[config.mk]
export PLATFORM = sky130hd
export DESIGN_NAME = ram_fifo_ctrl_flat
export DESIGN_NICKNAME = d
export VERILOG_FILES = /design/src/rtl/ram_fifo_pkg.sv /design/src/rtl/ram_fifo_ctrl_if.sv /design/src/rtl/ram_fifo_ctrl.sv /design/src/flat_wrapper.sv
export SDC_FILE = /design/constraint.sdc
export NUM_CORES = 1
export LEC_CHECK = 0
export ABC_AREA = 1
export CAP_MARGIN = 10
export CORE_AREA = 2 2 67 116
export DETAILED_ROUTE_END_ITERATION = 8
export DIE_AREA = 0 0 69 118
export PLACE_DENSITY = 0.8
export SLEW_MARGIN = 40
export SYNTH_ARGS = -nofsm -noshare
export SYNTH_HDL_FRONTEND = slang
export SYNTH_SLANG_ARGS = --single-unit
[constraint.sdc]
create_clock -name clk -period 7.72 [get_ports clk]
set_input_delay 1.544 -clock clk [delete_from_list [all_inputs] [get_ports clk]]
set_output_delay 1.544 -clock clk [all_outputs]
set_load 0.02 [all_outputs]
[src/rtl/ram_fifo_pkg.sv]
// ram_fifo_pkg: default widths, depth and word/pointer/count types for the RAM FIFO controller
package ram_fifo_pkg;
  localparam int DEF_DATA_WIDTH = 32;
  localparam int DEF_ADDR_WIDTH = 7;
  localparam int DEPTH = 2 ** DEF_ADDR_WIDTH;
  typedef logic [DEF_ADDR_WIDTH-1:0] ptr_t;
  typedef logic [DEF_ADDR_WIDTH:0] cnt_t;
  typedef logic [DEF_DATA_WIDTH-1:0] word_t;
endpackage

[src/rtl/ram_fifo_ctrl_if.sv]
// ram_fifo_ctrl_if: valid/ready push and pop streams of the RAM FIFO controller
interface ram_fifo_ctrl_if import ram_fifo_pkg::*; #(
  parameter int DATA_WIDTH = DEF_DATA_WIDTH
);
  logic in_valid, in_ready, out_valid, out_ready;
  logic [DATA_WIDTH-1:0] in_data, out_data;
  modport master(output in_valid, in_data, out_ready, input in_ready, out_valid, out_data);
  modport slave(input in_valid, in_data, out_ready, output in_ready, out_valid, out_data);
endinterface

[src/rtl/ram_fifo_ctrl.sv]
// ram_fifo_ctrl: single-port-RAM FIFO controller with registered output stage.
// Define RAM_FIFO_HWM_EN to add the hwm (max count since reset) port.
module ram_fifo_ctrl import ram_fifo_pkg::*; #(
  parameter int DATA_WIDTH = DEF_DATA_WIDTH,
  parameter int ADDR_WIDTH = DEF_ADDR_WIDTH
) (
  input  logic                  clk,
  input  logic                  reset,
`ifdef RAM_FIFO_HWM_EN
  output logic [ADDR_WIDTH:0]   hwm,
`endif
  ram_fifo_ctrl_if.slave        s,
  output logic [ADDR_WIDTH:0]   count,
  output logic                  full,
  output logic                  empty,
  output logic                  ram_we,
  output logic [ADDR_WIDTH-1:0] ram_addr,
  output logic [DATA_WIDTH-1:0] ram_d,
  input  logic [DATA_WIDTH-1:0] ram_q
);
  localparam int DEPTH_P = 2 ** ADDR_WIDTH;
  logic [ADDR_WIDTH-1:0] wr_ptr, rd_ptr;
  logic [ADDR_WIDTH:0] count_nxt;
  logic rd_go, wr_go;
  // reads take the shared address first; a write only happens on a cycle with no read
  always_comb begin
    rd_go = (count != '0) && (!s.out_valid || s.out_ready);
    full = count == (ADDR_WIDTH+1)'(DEPTH_P);
    empty = (count == '0) && !s.out_valid;
    s.in_ready = !reset && !full && !rd_go;
    wr_go = s.in_valid && s.in_ready;
    ram_we = wr_go;
    ram_addr = rd_go ? rd_ptr : wr_ptr;
    ram_d = s.in_data;
    count_nxt = count + (ADDR_WIDTH+1)'(wr_go) - (ADDR_WIDTH+1)'(rd_go);
  end
  always_ff @(posedge clk) begin
    if (reset) begin
      wr_ptr <= '0;
      rd_ptr <= '0;
      count <= '0;
      s.out_valid <= 1'b0;
      s.out_data <= '0;
    end else begin
      count <= count_nxt;
      if (wr_go) wr_ptr <= wr_ptr + 1'b1;
      if (rd_go) begin
        s.out_data <= ram_q;
        s.out_valid <= 1'b1;
        rd_ptr <= rd_ptr + 1'b1;
      end else if (s.out_valid && s.out_ready) begin
        s.out_valid <= 1'b0;
      end
    end
  end
`ifdef RAM_FIFO_HWM_EN
  always_ff @(posedge clk) begin
    if (reset) hwm <= '0;
    else if (count_nxt > hwm) hwm <= count_nxt;
  end
`endif
endmodule
[src/flat_wrapper.sv]
// flat-port wrapper written by rule: the top's interface ports become plain ports
module ram_fifo_ctrl_flat import ram_fifo_pkg::*;
#(
  parameter int DATA_WIDTH = DEF_DATA_WIDTH,
  parameter int ADDR_WIDTH = DEF_ADDR_WIDTH
)
  (clk, reset, count, full, empty, ram_we, ram_addr, ram_d, ram_q, s_in_valid, s_in_data, s_out_ready, s_in_ready, s_out_valid, s_out_data);
  ram_fifo_ctrl_if #(.DATA_WIDTH(DATA_WIDTH)) s_i ();
  input  logic clk;
  input  logic reset;
  output logic [ADDR_WIDTH:0] count;
  output logic full;
  output logic empty;
  output logic ram_we;
  output logic [ADDR_WIDTH-1:0] ram_addr;
  output logic [DATA_WIDTH-1:0] ram_d;
  input  logic [DATA_WIDTH-1:0] ram_q;
  input wire logic [$bits(s_i.in_valid)-1:0] s_in_valid;
  input wire logic [$bits(s_i.in_data)-1:0] s_in_data;
  input wire logic [$bits(s_i.out_ready)-1:0] s_out_ready;
  output wire logic [$bits(s_i.in_ready)-1:0] s_in_ready;
  output wire logic [$bits(s_i.out_valid)-1:0] s_out_valid;
  output wire logic [$bits(s_i.out_data)-1:0] s_out_data;
  assign s_i.in_valid = s_in_valid;
  assign s_i.in_data = s_in_data;
  assign s_i.out_ready = s_out_ready;
  assign s_in_ready = s_i.in_ready;
  assign s_out_valid = s_i.out_valid;
  assign s_out_data = s_i.out_data;
  ram_fifo_ctrl #(.DATA_WIDTH(DATA_WIDTH), .ADDR_WIDTH(ADDR_WIDTH)) u_core (.clk(clk), .reset(reset), .s(s_i), .count(count), .full(full), .empty(empty), .ram_we(ram_we), .ram_addr(ram_addr), .ram_d(ram_d), .ram_q(ram_q));
endmodule
==> flow_summary.json <==
{
  "hold_buffers": 0,
  "synthArstFlopShare_pct": 0,
  "port-buffer-count": 87,
  "grt_max_degree": 62,
  "vias_per_cell": 4.854,
  "cellLeakagePower_nw": 1.550,
  "dieHeight_um": 118,
  "combPwrFrac_pct": 48.7,
  "worstPathRequired_ns": 6.18,
  "arrival_ns": 3.99,
  "syn_inst": 386,
  "worst_skew_pair.late_latency_ns": 0.29,
  "setup_viol": 0,
  "grt_pass1_wl_um": 10550,
  "grt_setup_unrepaired": "false",
  "antenna_found_initial": 0,
  "setup_tns_ns": 0,
  "grt.met2_usage_pct": 28.67,
  "drc": 0,
  "synth_ff_type": "dfxtp_1",
  "core_area_um2": 7182,
  "synth_cell_types": 25,
  "final_cell_mix": "clkdlybuf4s50_1, nor2_1, dfxtp_1",
  "seq_power_share_pct": 33.0,
  "fin_crit_sh_pct": 71.69,
  "postCtsSetupRepairBufs": 0,
  "io-pin-count": 152,
  "whs_ns": 0.4726,
  "end_kind": "output port",
  "synth.area.top_cells": "dfxtp_1, nor2_1, buf_4, o21ai_0, nand2_1",
  "synth_top_area_share_pct": 39.22,
  "gr-max-usage-layer": "met2",
  "pre_cts_ws_ns": 2.134,
  "core.rowCount": 41,
  "cts_made_buffers": 5,
  "p_per_area_nw_per_um2": 334.8,
  "yosys_warnings": 0,
  "critical_path_class": "in -> out",
  "synth_nets": 469,
  "ctsRootBufferMaster": "clkbuf_16",
  "gp_congestion": 0.8698,
  "wl_per_cell_um": 12.45,
  "final_nets": 517,
  "final_hold_viol_count": 0,
  "dp_hpwl_um": 4756,
  "synthAdderAreaFrac_pct": 6.952,
  "clk_path_buf_depth": 2,
  "netlist_area_um2": 2808,
  "synth_edf_count": 0,
  "setup_ws_ns": 2.185,
  "initial_core_util_pct": 39.09,
  "clock_sinks": 55,
  "synth_top_family_by_area": "simple AND/OR/NAND/NOR gates",
  "worst_setup_hold_path_clk_slew_ns": 0.07,
  "slew_violations": 0,
  "synth_top_area_cell": "dfxtp_1",
  "max-slew-margin-rel_pct": 53.35,
  "ctsResizeCount": 0,
  "cts_tree": "done",
  "p_int_uw": 711.3,
  "grtUsageMet3_pct": 2.654,
  "swShare_pct": 40.96,
  "pwr-share-clk_pct": 18.3,
  "fp.dieArea_um2": 8142,
  "met1_usage_pct": 15.83,
  "htree_levels": 2,
  "yosysSeqAreaShare_pct": 39.22,
  "via_count": 2529,
  "final_common_cell": "clkdlybuf4s50_1",
  "drtPass1Iterations": 4,
  "grt_pass1_vias": 2323,
  "holdCritPathClass": "reg -> reg",
  "clock_skew_ns": 0.008155,
  "peakVddDrop_mv": 0.1717,
  "syn_area_per_cell_um2": 7.274,
  "wl_um": 6484,
  "synth_compound_area_share_pct": 11.36,
  "synth-simple-area-share_pct": 24.15,
  "antenna_left": 0,
  "n_antenna_cell": 0,
  "drt_iter0_markers": 147,
  "drv_cap": 0,
  "ys_ff_latch": 55,
  "grt_use_total_pct": 15.80,
  "syn_to_final_growth_pct": 28.16,
  "drive_gt1_share_pct": 3.218,
  "status": "complete, no violations",
  "gr-total-overflow": 0,
  "p_sw_uw": 493.6,
  "crit_fanout": 61,
  "tightest_slew_ns": 0.6998,
  "synth_xor_area_share_pct": 1.248,
  "synth.area.mux_share_pct": 0,
  "die_w_um": 69,
  "fmax_mhz": 180.7,
  "worst_setup_path_start_kind": "input port",
  "period_minus_slack_ns": 5.535
}
## final timing paths
check	slack (ns)	start	endpoint	cells after the start
setup / recovery	2.19	s_out_ready	ram_addr[4]	8
hold / removal	0.47	u_core.rd_ptr[6]$_SDFFE_PP0N_	u_core.rd_ptr[6]$_SDFFE_PP0N_	2
setup reg to reg	4.13	u_core.count[4]$_SDFF_PP0_	u_core.count[6]$_SDFF_PP0_	19
hold reg to reg	0.47	u_core.rd_ptr[6]$_SDFFE_PP0N_	u_core.rd_ptr[6]$_SDFFE_PP0N_	2
## synth_stat cells, types with 2 or more instances
| library cell | count |
|---|---|
| a21oi_1 | 18 |
| buf_2 | 5 |
| buf_4 | 35 |
| buf_6 | 3 |
| clkbuf_1 | 3 |
| dfxtp_1 | 55 |
| ha_1 | 14 |
| inv_1 | 36 |
| inv_2 | 2 |
| nand2_1 | 51 |
| nand3_1 | 14 |
| nand3_2 | 2 |
| nand4_1 | 7 |
| nor2_1 | 85 |
| nor3_1 | 2 |
| o21ai_0 | 42 |
| xor2_1 | 4 |
## flip-flops by register name, indices dropped and copies added, names as in the netlist
register,cells
u_core.count,8
u_core.rd_ptr,7
u_core.s.out_data,32
u_core.s.out_valid,1
u_core.wr_ptr,7
## per-layer routing
metal	vias up	wire length, µm
met2	74	3413
met4	0	344
met3	34	341
met1	1137	2384
li1	1284	-
met5	-	0
## through the flow
step | instance area (µm²) | util (%) | total power [mW] | instances
after floorplan | 2808 | - | 0.8114 | 386
after global placement | 3457 | 48.14 | 0.9704 | 513
after detailed placement | 3457 | 48.14 | 0.9939 | 513
after CTS | 3598 | 50.10 | 1.219 | 521
after global routing | 3598 | 50.10 | 1.293 | 521
final | 3598 | 50.10 | 1.205 | 521
## critical path: stages
cell	delay (ns)
clkdlybuf4s50_1	0.45
inv_1	0.03
nand2_1	0.12
nand2_4	0.33
inv_2	0.65
nand2_1	0.09
o21ai_0	0.10
clkdlybuf4s50_1	0.63
## power by group through the flow
stage	Combinational (mW)	Clock (mW)	Sequential [mW]
final	0.587	0.220	0.398
after global routing	0.650	0.236	0.408
after CTS	0.592	0.228	0.398
after detailed placement	0.590	0	0.404
after global placement	0.567	0	0.403
after floorplan	0.343	0	0.469
## logic make-up after synthesis
kind of cell | Yosys count
flip-flops | 55
XOR/XNOR | 4
AND/OR/NAND/NOR | 164
buffers and inverters | 85
adder cells (fa/ha/maj) | 15
AO/OA/AOI/OAI | 63
## final cells by class
type	count	area, µm²
Tap cell	86	107.6
Clock inverter	2	12.51
Clock buffer	6	128.9
Multi-Input combinational cell	246	1227
Sequential cell	55	1101
Inverter	38	142.6
Timing Repair Buffer	88	878.3
Fill cell	732	3583
(Power assumes the default switching activity.)
